**src/rtl/region_scanner_if.sv**
```systemverilog
// Tracker-side bus for region_scanner: pixel coordinates and the tracker result in,
// region select and press events out.
interface region_scanner_if;
  logic [9:0] x;
  logic [9:0] y;
  logic       regiao_detectada;
  logic [1:0] region;
  logic       press_valid;
  logic [1:0] press_region;
  logic [3:0] held_mask;

  modport master (
    output x, y, regiao_detectada,
    input  region, press_valid, press_region, held_mask
  );

  modport slave (
    input  x, y, regiao_detectada,
    output region, press_valid, press_region, held_mask
  );
endinterface

```
**src/rtl/region_scanner.sv**
```systemverilog
// Time-multiplexes the green tracker over the four pad regions, one region per frame,
// and debounces each region's per-frame result into held state and press pulses.
module region_scanner #(
  parameter int WIDTH         = 640,
  parameter int HEIGHT        = 480,
  parameter int CONFIRM_EVALS = 3,
  parameter int RELEASE_EVALS = 2
) (
  input logic             clk,
  input logic             rst_n,
  region_scanner_if.slave bus
);

  if (WIDTH < 1 || WIDTH > 1024 || HEIGHT < 1 || HEIGHT > 1024 ||
      CONFIRM_EVALS < 1 || CONFIRM_EVALS > 7 ||
      RELEASE_EVALS < 1 || RELEASE_EVALS > 7) begin : g_param_check
    $error("region_scanner: parameter out of range");
  end

  localparam logic [2:0] CONFIRM_N = 3'(CONFIRM_EVALS);
  localparam logic [2:0] RELEASE_N = 3'(RELEASE_EVALS);

  typedef enum logic {IDLE = 1'b0, PRESSED = 1'b1} pad_state_t;

  pad_state_t state_q [4];
  pad_state_t state_d [4];
  logic [2:0] cnt_q   [4];
  logic [2:0] cnt_d   [4];

  logic [1:0] region_q, region_d;
  logic [1:0] press_region_q, press_region_d;
  logic       press_valid_q, press_valid_d;
  logic       hit_q, hit_d;
  logic       armed_q, armed_d;
  logic       prev_origin_q;

  logic       at_origin;
  logic       frame_start;
  logic [2:0] cnt_inc;
  logic [3:0] held;

  assign at_origin   = (bus.x == 10'd0) && (bus.y == 10'd0);
  assign frame_start = at_origin && !prev_origin_q;
  assign cnt_inc     = cnt_q[region_q] + 3'd1;

  always_comb begin
    state_d        = state_q;
    cnt_d          = cnt_q;
    region_d       = region_q;
    press_region_d = press_region_q;
    press_valid_d  = 1'b0;
    hit_d          = hit_q;
    armed_d        = armed_q;

    if (frame_start) begin
      hit_d   = 1'b0;
      armed_d = 1'b1;
      // The very first frame_start after reset closes a partial frame: arm only.
      if (armed_q) begin
        region_d = region_q + 2'd1;
        if (state_q[region_q] == IDLE) begin
          if (!hit_q) begin
            cnt_d[region_q] = 3'd0;
          end else if (cnt_inc == CONFIRM_N) begin
            state_d[region_q] = PRESSED;
            cnt_d[region_q]   = 3'd0;
            press_valid_d     = 1'b1;
            press_region_d    = region_q;
          end else begin
            cnt_d[region_q] = cnt_inc;
          end
        end else begin
          if (hit_q) begin
            cnt_d[region_q] = 3'd0;
          end else if (cnt_inc == RELEASE_N) begin
            state_d[region_q] = IDLE;
            cnt_d[region_q]   = 3'd0;
          end else begin
            cnt_d[region_q] = cnt_inc;
          end
        end
      end
    end else if (!at_origin && bus.regiao_detectada) begin
      // Origin cycles are skipped: the tracker is clearing its counters there.
      hit_d = 1'b1;
    end
  end

  always_ff @(posedge clk or negedge rst_n) begin
    if (!rst_n) begin
      for (int r = 0; r < 4; r++) begin
        state_q[r] <= IDLE;
        cnt_q[r]   <= 3'd0;
      end
      region_q       <= 2'd0;
      press_region_q <= 2'd0;
      press_valid_q  <= 1'b0;
      hit_q          <= 1'b0;
      armed_q        <= 1'b0;
      prev_origin_q  <= 1'b1;
    end else begin
      state_q        <= state_d;
      cnt_q          <= cnt_d;
      region_q       <= region_d;
      press_region_q <= press_region_d;
      press_valid_q  <= press_valid_d;
      hit_q          <= hit_d;
      armed_q        <= armed_d;
      prev_origin_q  <= at_origin;
    end
  end

  always_comb begin
    held = 4'b0000;
    for (int r = 0; r < 4; r++) begin
      held[r] = (state_q[r] == PRESSED);
    end
  end

  assign bus.region       = region_q;
  assign bus.press_valid  = press_valid_q;
  assign bus.press_region = press_region_q;
  assign bus.held_mask    = held;

endmodule

```
**src/flat_wrapper.sv**
```systemverilog
// flat-port wrapper written by rule: the top's interface ports become plain ports
module region_scanner_flat 
#(
  parameter int WIDTH         = 640,
  parameter int HEIGHT        = 480,
  parameter int CONFIRM_EVALS = 3,
  parameter int RELEASE_EVALS = 2
)
  (clk, rst_n, bus_x, bus_y, bus_regiao_detectada, bus_region, bus_press_valid, bus_press_region, bus_held_mask);
  region_scanner_if bus_i ();
  input logic clk;
  input logic rst_n;
  input wire logic [$bits(bus_i.x)-1:0] bus_x;
  input wire logic [$bits(bus_i.y)-1:0] bus_y;
  input wire logic [$bits(bus_i.regiao_detectada)-1:0] bus_regiao_detectada;
  output wire logic [$bits(bus_i.region)-1:0] bus_region;
  output wire logic [$bits(bus_i.press_valid)-1:0] bus_press_valid;
  output wire logic [$bits(bus_i.press_region)-1:0] bus_press_region;
  output wire logic [$bits(bus_i.held_mask)-1:0] bus_held_mask;
  assign bus_i.x = bus_x;
  assign bus_i.y = bus_y;
  assign bus_i.regiao_detectada = bus_regiao_detectada;
  assign bus_region = bus_i.region;
  assign bus_press_valid = bus_i.press_valid;
  assign bus_press_region = bus_i.press_region;
  assign bus_held_mask = bus_i.held_mask;
  region_scanner #(.WIDTH(WIDTH), .HEIGHT(HEIGHT), .CONFIRM_EVALS(CONFIRM_EVALS), .RELEASE_EVALS(RELEASE_EVALS)) u_core (.clk(clk), .rst_n(rst_n), .bus(bus_i));
endmodule
```
**config.mk**
```make
export PLATFORM = sky130hd
export DESIGN_NAME = region_scanner_flat
export DESIGN_NICKNAME = d
export VERILOG_FILES = /design/src/rtl/region_scanner_if.sv /design/src/rtl/region_scanner.sv /design/src/flat_wrapper.sv
export SDC_FILE = /design/constraint.sdc
export NUM_CORES = 1
export LEC_CHECK = 0
export ABC_AREA = 1
export BUFFER_PORTS_ARGS = -buffer_cell sky130_fd_sc_hd__buf_4
export CAP_MARGIN = 15
export CORE_ASPECT_RATIO = 1.25
export CORE_UTILIZATION = 40
export CTS_BUF_LIST = sky130_fd_sc_hd__clkbuf_4 sky130_fd_sc_hd__clkbuf_8 sky130_fd_sc_hd__clkbuf_16
export DETAILED_ROUTE_END_ITERATION = 16
export GPL_TIMING_DRIVEN = 0
export SLEW_MARGIN = 10
export SYNTH_ARGS = -nofsm -noshare
export SYNTH_HDL_FRONTEND = slang
export SYNTH_SLANG_ARGS = --single-unit
```
**constraint.sdc**
```tcl
create_clock -name clk -period 2.6 [get_ports clk]
set_input_delay 0.52 -clock clk [delete_from_list [all_inputs] [get_ports clk]]
set_output_delay 0.52 -clock clk [all_outputs]
set_load 0.01 [all_outputs]
```
Yosys cells after proc, flatten, opt, wreduce, memory -nomap -nowiden:

Cells that the tools add are included.

* eq/ne operators: 3
* muxes and demuxes: 28
* reductions and logical operators: 15
* bitwise operators: 7
* add/sub/neg operators: 2
* $lt $le $gt $ge: 2

Operator list (number)
* $mux 12: 5
* $logic_not 10->1: 2
* $mux 4: 5
* $and 12x12->12: 1
* $bwmux 12: 1
* $not 12->12: 1
* $mux 1: 10
* $mux 3: 3
* $reduce_bool 2->1: 4
* $bmux 3 s2: 1
* $demux 3 s2: 1
* $eq 3x2->1 const B: 2
* $reduce_and 6->1: 1
* $reduce_and 5->1: 1
* $and 4x4->4: 1
* $logic_and 1x1->1: 4
* $not 4->4: 1
* $or 4x4->4: 1
* $add 3x1->3 const B: 1
* $ge 3x3->1 const B: 1
* $lt 3x1->1 const B: 1
* $not 2->3: 1
* $add 2x1->2 const B: 1
* $bmux 1 s2: 1
* other kinds (5): 6

* bits in registers: 24
* input bits: 23
* output and inout port bits: 9
* logic and storage cells: 71

Depth between registers and ports, before layout:

Gate-level depths: netlist of the first run.

* depth in word-level cells: 11
* mapped depth: 15
* mapped depth without buffers: 15

Worst setup path after synthesis of the first run:

No wires, ideal clock.

* kind: register to register
* start: reg u_core.region_q[0], in the netlist u_core.bus.region[0]
* end: reg with a tool-made name
* cell stages (with the launch flop): 15
* required time: 2487 ps
* data arrival time: 1955 ps
* buffers on the path: 1
* library setup time: 113 ps
* period minus slack after synthesis: 2068 ps
* setup slack: 532 ps
* cells stage by stage: dfrtp_1 -> buf_6 -> nor2_1 -> inv_1 -> a32oi_1 -> ha_1 -> inv_1 -> nand3_2 -> nand3_1 -> nand2_1 -> nand2_2 -> nor2_4 -> nand3_1 -> nand2_1 -> inv_1

RTL lines
* start, declared: RTL line region_scanner.sv:30 `logic [1:0] region_q, region_d;`
* start signal, assigned: RTL line region_scanner.sv:104 `region_q <= region_d;`

==> summary.md, run 1 <==
| Metric | Value |
|---|---|
| Outcome | `completed` |
| Placed inst area | `1748 um^2` |
| Routed length per instance | `roughly 12 um` |
| Top-count cell post-synth | `nand2_1` |
| Fin nets | `between 200 and 300` |
| Synthesized area per cell | `between 7 and 8 um^2` |
| First-pass GRT wire length | `5271 um` |
| Vias in the first global route | `1267` |
| Crit path required time | `2.78 ns` |
| Initial antenna violation count | `0` |
| DR DRC count | `0` |
| Largest delay contributor family on the critical path | `simple AND/OR/NAND/NOR gates` |
| Die H | `69.70 um` |
| I/O pins | `32` |
| P_int | `between 0.6 and 0.7 mW` |
| Post-synth ARST share | `100.0%` |
| Filler cell count | `~350` |
| Dpl ws | `0.3184 ns` |
| CP bufs+invs | `4` |
| Yosys cell types | `23` |
| Layout cells sized above 1 | `29.02%` |
| Initial Util | `42.10%` |
| Setup_tns | `0 ns` |
| Most used DFF post-synth | `dfrtp_1` |
| Clock power frac | `44.4%` |
| Synth top area cells | `dfrtp_1 39%, nand2_1 15%, inv_1 6.7%, ha_1 6.0%, nand3_2 4.8%` |
| Post-cts resize count | `0` |
| Synth top area share | `about two fifths` |
| Post-DP HPWL | `2512 um` |
| Synth top cells by count | `60 x nand2_1, 26 x inv_1, 23 x dfrtp_1` |
| Placed cells | `between 200 and 300` |
| Die area | `3914 um^2` |
| Worst Setup End Kind | `register` |
| Worst vdd ir | `412.2 uV` |
| Logic pwr share | `5.1%` |
| Later-pin clock latency in the skew report | `around 0.27 ns` |
| Slowest CP cell | `dfrtp_1` |
| H-tree depth | `1` |
| GRT Total Usage | `17.17%` |
| WHS | `0.1356 ns` |
| Min-delay worst type | `input port to async pin` |
| Routed wl met3 | `164 um` |
| Uppermost layer routed | `met4` |
| Sw power | `0.1363 mW` |
| DRT Wirelength | `3186 um` |
| Fmax | `between 400 and 500 MHz` |
| Fin crit period | `2.310 ns` |
| RD Place Congestion | `0.8462` |
| Antenna Cells | `0` |
| Max cap viols | `0` |
| Max-slew violations | `0` |
| Hold buffers post-CTS | `0` |
| Setup Viol. Count Final | `0` |
| Pwr per Cell Area | `405.9 nW/um^2` |
| Final setup margin | `0.2899 ns` |
| CP max stage delay | `between 0.4 and 0.5 ns` |
| Top cell by count, worst path | `inv_1` |
| Final hold violation count | `0` |
| Clock tree from TritonCTS | `done` |
| Num Clock Sinks | `24` |
| Clock Skew | `0.009836 ns` |
| Die W | `56.16 um` |
| Seq cells post-synth | `24` |
| Post-route cell area | `1819 um^2` |
| Port Buf Inserts | `31` |
| CP Launch Type | `register` |
| Reg clk slew, reported paths | `0.09 ns` |
| Core area | `3483 um^2` |
| Met2 wire length | `1631 um` |
| Pin count of the biggest net entering global routing | `25` |
| Sequential Power Share | `50.5%` |
| Yosys top cell by area | `dfrtp_1` |
| Drt initial violations | `30` |
| Critical path depth | `14` |
| Total congestion overflow | `0` |
| Cell Area, Synth | `about 1500 um^2` |
| Slew margin rel. | `a little under three quarters` |
| Yosys warns | `0` |
| WP data arrival | `2.49 ns` |
| Pwr Total | `0.7383 mW` |
| Vias | `approximately 1300` |
| CP max FO | `10` |
| EDFF count, synth | `0` |
| Area grow syn2layout | `24.06%` |
| Fin cells | `263` |
| Num rows | `24` |
| LEAKAGE | `0.9623 nW` |
| Setup CP Type | `register to register` |
| Setup repair bufs after CTS | `0` |
| Antenna Nets Post-Route | `0` |
| Max Root-Sink Buffers | `2` |
| Syn Nets | `219` |
| Least-Margin Pin Slew | `0.4251 ns` |
| Root buf cell | `clkbuf_8` |
| Post-Synthesis Cells | `approximately 190` |
| Unrepaired setup endpoints after global routing | `false` |
| Drt via density | `4.802` |
| Drt first pass iters | `4` |
| Fin util | `52.23%` |
| Crit-path cells | `buf_6 -> nor2_1 -> inv_1 -> a32oi_1 -> ha_1 -> inv_1 -> nand3_2 -> nand3_1 -> nand2_1 -> nand2_2 -> nor2_4 -> nand3_1 -> nand2_1 -> inv_1` |
| CTS buffer count | `3` |
| Tcrit/Tclk final | `88.85%` |
| Reg2Reg Depth | `14` |
| Sw Share | `a little under a fifth` |
| Seq/Total Area, Yosys | `41.04%` |
| Wl on met1 | `1317 um` |
## placed cells by master (no fill, tap or decap), drive strengths merged
cell type / n
ha: 7
inv: 30
dfstp: 1
nand2: 65
buf: 33
a21oi: 3
a21boi: 1
nand3: 15
a32oi: 2
dfrtp: 23
o21ai: 15
clkbuf: 3
bufinv: 1
xor2: 1
and2: 1
nor2: 23
## area by class of cell
cell class / instances / area, um^2 / area share [%]
clock inverter: 1 / 30.03 / 1.651
buffer: 2 / 22.52 / 1.238
clock buffer: 3 / 41.29 / 2.270
multi-input combinational: 133 / 726.9 / 39.96
tap: 39 / 48.80 / 2.682
timing repair buffer: 31 / 232.7 / 12.79
sequential: 24 / 601.8 / 33.08
inverter: 30 / 115.1 / 6.327
## worst register-to-register path, delay by kind of cell, from the launching register on
| kind | cells | cell delay (ns) |
|---|---|---|
| buffers and inverters | 4 | 0.34 |
| adder cells (fa/ha/maj) | 1 | 0.26 |
| AND/OR/NAND/NOR | 8 | 0.79 |
| AO/OA/AOI/OAI | 1 | 0.38 |
| flip-flops | 1 | 0.46 |
## worst paths after layout
| check | slack (ns) | to | from |
|---|---|---|---|
| max | 0.29 | register | u_core.bus.region[0] |
| min | 0.14 | u_core.bus.press_region[1] | rst_n |
| max reg2reg | 0.29 | register | u_core.bus.region[0] |
| min reg2reg | 0.49 | u_core.cnt_q[11] | u_core.cnt_q[11] |
| max in group asynchronous | 2.18 | u_core.prev_origin_q | rst_n |
| min in group clk | 0.49 | u_core.cnt_q[11] | u_core.cnt_q[11] |
## power by group through the flow
| stage | registers, mW | logic (mW) | clock network, mW |
|---|---|---|---|
| floorplan | 0.380 | 0.00503 | 0 |
| global placement | 0.380 | 0.0373 | 0 |
| detailed placement | 0.380 | 0.0388 | 0 |
| CTS | 0.373 | 0.0388 | 0.333 |
| global route | 0.373 | 0.0427 | 0.345 |
| finish | 0.373 | 0.0378 | 0.328 |
## per-layer routing
layer / vias up / track usage (%)
met1: 555 / 19.45
met4: 0 / 7.317
met5: - / 0
met2: 50 / 31.35
li1: 650 / -
met3: 8 / 2.612
## cell families (layout without fill, tap and decap cells)
group | Yosys count | after routing | share of synthesized area [%]
DFF | 24 | 24 | 41.04
and+or+nand+nor | 104 | 104 | 34.13
adders and majority gates | 7 | 7 | 5.972
AOI/OAI and AO/OA | 21 | 21 | 8.873
xor gates and xnor gates | 1 | 1 | 0.5974
buffers and inverters | 32 | 67 | 9.386
Power figures use the tool's default switching activity.
==> run 2: changes to the inputs <==
- ABC_AREA: 1 -> default
- CORE_MARGIN: default -> 2
==> summary.md, run 2 <==
| Metric | Value |
|---|---|
| Num Clock Sinks | `24 (unchanged)` |
| H-tree depth | `1 (unchanged)` |
| Core area | `3137 um^2 (was 3483 um^2)` |
| Worst vdd ir | `220.8 uV (was 412.2 uV)` |
| WP data arrival | `2.63 ns (was 2.49 ns)` |
| Seq/Total Area, Yosys | `46.84% (was 41.04%)` |
| Fin util | `51.78% (was 52.23%)` |
| Initial antenna violation count | `0 (unchanged)` |
| Top-count cell post-synth | `dfrtp_1 (was nand2_1)` |
| Seq cells post-synth | `24 (unchanged)` |
| Pwr per Cell Area | `410.7 nW/um^2 (was 405.9 nW/um^2)` |
| Pin count of the biggest net entering global routing | `25 (unchanged)` |
| Total congestion overflow | `0 (unchanged)` |
| Drt first pass iters | `4 (unchanged)` |
| Post-Synthesis Cells | `110 (was 189)` |
| CP Launch Type | `register (unchanged)` |
| Routing usage on met1 | `21.78% (was 19.45%)` |
| GRT met3 Usage | `1.991% (was 2.612%)` |
| Reg clk slew, reported paths | `0.09 ns (about the same)` |
| Reg2Reg Depth | `7 (was 14)` |
| RR Endpoint | `u_core.cnt_q[1]` |
| Setup_tns | `0 ns (unchanged)` |
| Synth top area share | `44.79% (was 39.25%)` |
| Hold buffers post-CTS | `0 (unchanged)` |
| Final setup margin | `0.1597 ns (was 0.2899 ns)` |
| Final hold violation count | `0 (unchanged)` |
| Min-delay worst type | `input port to async pin (unchanged)` |
| Port Buf Inserts | `31 (unchanged)` |
| DR DRC count | `0 (unchanged)` |
| Routed length per instance | `15.29 um (was 12.11 um)` |
| Die W | `54.70 um (was 56.16 um)` |
| Most Used Layer, Global Route | `met2 (unchanged)` |
| Synth top area cells | `dfrtp_1 45%, mux4_2 7.0%, ha_1 6.8%, mux2_2 4.4%, o21ai_1 3.9% (was dfrtp_1 39%, nand2_1 15%, inv_1 6.7%, ha_1 6.0%, nand3_2 4.8%)` |
| I/O pins | `32 (unchanged)` |
| Antenna Cells | `0 (unchanged)` |
| RD Place Congestion | `0.7788 (was 0.8462)` |
| LEAKAGE | `0.7522 nW (was 0.9623 nW)` |
| CP max FO | `7 (was 10)` |
| Vias in the first global route | `1051 (was 1267)` |
| Worst r2r src | `u_core.bus.region[0] (unchanged)` |
| Tcrit/Tclk final | `93.86% (was 88.85%)` |
| Max-slew violations | `0 (unchanged)` |
| Post-route cell area | `1624 um^2 (was 1819 um^2)` |
| Later-pin clock latency in the skew report | `0.27 ns (about the same)` |
| Setup CP Type | `register to register (unchanged)` |
| Root buf cell | `clkbuf_8 (unchanged)` |
| Die H | `67.37 um (was 69.70 um)` |
| Post-synth ARST share | `100.0% (unchanged)` |
| Unrepaired setup endpoints after global routing | `false (unchanged)` |
| Setup Viol. Count Final | `0 (unchanged)` |
| EDFF count, synth | `0 (unchanged)` |
| Drt via density | `5.335 (was 4.802)` |
| DRT Wirelength | `2783 um (was 3186 um)` |
| Initial Util | `40.97% (was 42.10%)` |
| Synth top cells by count | `23 x dfrtp_1, 10 x nand2_1, 10 x o21ai_1 (was 60 x nand2_1, 26 x inv_1, 23 x dfrtp_1)` |
| Yosys warns | `0 (unchanged)` |
| Filler cell count | `293 (was 346)` |
| Commonest non-fill, non-tap cell in the layout | `buf_4 (was nand2_1)` |
| Fin crit period | `2.440 ns (was 2.310 ns)` |
| R2r setup slk | `0.16 ns (was 0.29 ns)` |
| Placed inst area | `1564 um^2 (was 1748 um^2)` |
| Grt met2 use | `31.85% (was 31.35%)` |
| Most frequent cells in the layout | `31 x buf_4, 23 x dfrtp_1, 10 x nand2_1, 10 x o21ai_1, 7 x ha_1 (was 60 x nand2_1, 31 x buf_4, 26 x inv_1)` |
| Post-cts resize count | `0 (unchanged)` |
| First-pass GRT wire length | `4747 um (was 5271 um)` |
| Setup repair bufs after CTS | `0 (unchanged)` |
| Outcome | `completed (unchanged)` |
| Area grow syn2layout | `26.39% (was 24.06%)` |
| Most used DFF post-synth | `dfrtp_1 (unchanged)` |
| Slew margin rel. | `74.04% (was 71.66%)` |
| Antenna Nets Post-Route | `0 (unchanged)` |
| Fmax | `409.8 MHz (was 432.9 MHz)` |
| Yosys top cell by area | `dfrtp_1 (unchanged)` |
| Max cap viols | `0 (unchanged)` |
| CTS buffer count | `3 (unchanged)` |
| GRT Total Usage | `17.91% (was 17.17%)` |
| Fin nets | `176 (was 255)` |
| Worst Setup End Kind | `register (unchanged)` |
| Syn Nets | `140 (was 219)` |
| Vias | `971 (was 1263)` |
| Least-Margin Pin Slew | `0.3882 ns (was 0.4251 ns)` |
| Num rows | `23 (was 24)` |
| Die area | `3685 um^2 (was 3914 um^2)` |
| Yosys cell types | `33 (was 23)` |
| Max Root-Sink Buffers | `2 (unchanged)` |
| Cell Area, Synth | `1285 um^2 (was 1466 um^2)` |
| Synthesized area per cell | `11.68 um^2 (was 7.759 um^2)` |
| Layout cells sized above 1 | `37.24% (was 29.02%)` |
| Clock tree from TritonCTS | `done (unchanged)` |
| Drt initial violations | `11 (was 30)` |
| Crit path required time | `2.79 ns (was 2.78 ns)` |
| Clock Skew | `0.004841 ns (was 0.009836 ns)` |
| Post-DP HPWL | `2176 um (was 2512 um)` |
| Dpl ws | `0.1881 ns (was 0.3184 ns)` |
==> run 2: cell types whose count changed in the layout (fill, tap and decap cells not counted), sizes merged, moves of 4 or more <==
cell / before / now
nand3: 15 / 0
nor2: 23 / 5
mux4: 0 / 4
mux2: 0 / 7
inv: 30 / 6
o21ai: 15 / 11
nand2: 65 / 10
o31ai: 0 / 4
nand4: 0 / 4
==> run 2: worst max path at each step <==
stage | from | endpoint | depth (start not counted)
6_report | u_core.bus.region[0] | u_core.cnt_q[1] | 7
5_1_grt | u_core.bus.region[0] | u_core.cnt_q[1] | 7
4_1_cts | u_core.bus.region[0] | u_core.cnt_q[1] | 7
3_5_place_dp | u_core.bus.region[0] | u_core.cnt_q[1] | 7
3_3_place_gp | u_core.bus.region[0] | u_core.cnt_q[4] | 7
2_1_floorplan | u_core.bus.region[0] | u_core.cnt_q[10] | 7
==> run 2: critical path, stage by stage (launching register included) <==
cell      delay (ns)
dfrtp_1         0.43
buf_6           0.18
mux4_2          0.56
ha_1            0.29
xnor2_4         0.19
a21boi_2        0.18
or3_1           0.38
o21ai_1         0.15
==> run 2: where the power goes <==
| part | switching, mW | total [mW] | internal, mW |
|---|---|---|---|
| sequential | 0.000000700 | 0.373 | 0.373 |
| clock | 0.125 | 0.260 | 0.135 |
| combinational | 0.0120 | 0.0336 | 0.0216 |
| total | 0.137 | 0.667 | 0.530 |
==> run 2: logic make-up (layout without fill, tap and decap cells) <==
group,count (synthesis),after routing,synth area share [%]
AO/OA/AOI/OAI,17,17,8.957
XOR/XNOR,3,3,3.506
adder cells (fa/ha/maj),7,7,6.816
buffers and inverters,9,44,3.310
flip-flops,24,24,46.84
multiplexers,14,14,15.48
AND/OR/NAND/NOR,36,36,15.09
==> run 2: area by class of cell <==
type,instances,area (um^2),share of cell area (%)
multi-input combinational,77,645.6,39.75
sequential,24,601.8,37.06
timing repair buffer,31,232.7,14.33
clock buffer,4,55.05,3.390
tap,37,46.29,2.851
inverter,6,22.52,1.387
buffer,3,20.02,1.233
==> run 2: per-layer routing <==
layer  up-vias  wire [um]
li1        467          -
met5         -          0
met2        14       1436
met4         0         48
met1       484       1231
met3         6         66
==> run 2: metrics by stage <==
stage | std cells | power (mW) | hold slack [ns]
after floorplan | 110 | 0.3821 | 0.2244
after global placement | 178 | 0.4133 | 0.4368
after detailed placement | 178 | 0.4149 | 0.4437
after CTS | 182 | 0.6733 | 0.1457
after global routing | 182 | 0.6889 | 0.1610
final | 182 | 0.6670 | 0.1391
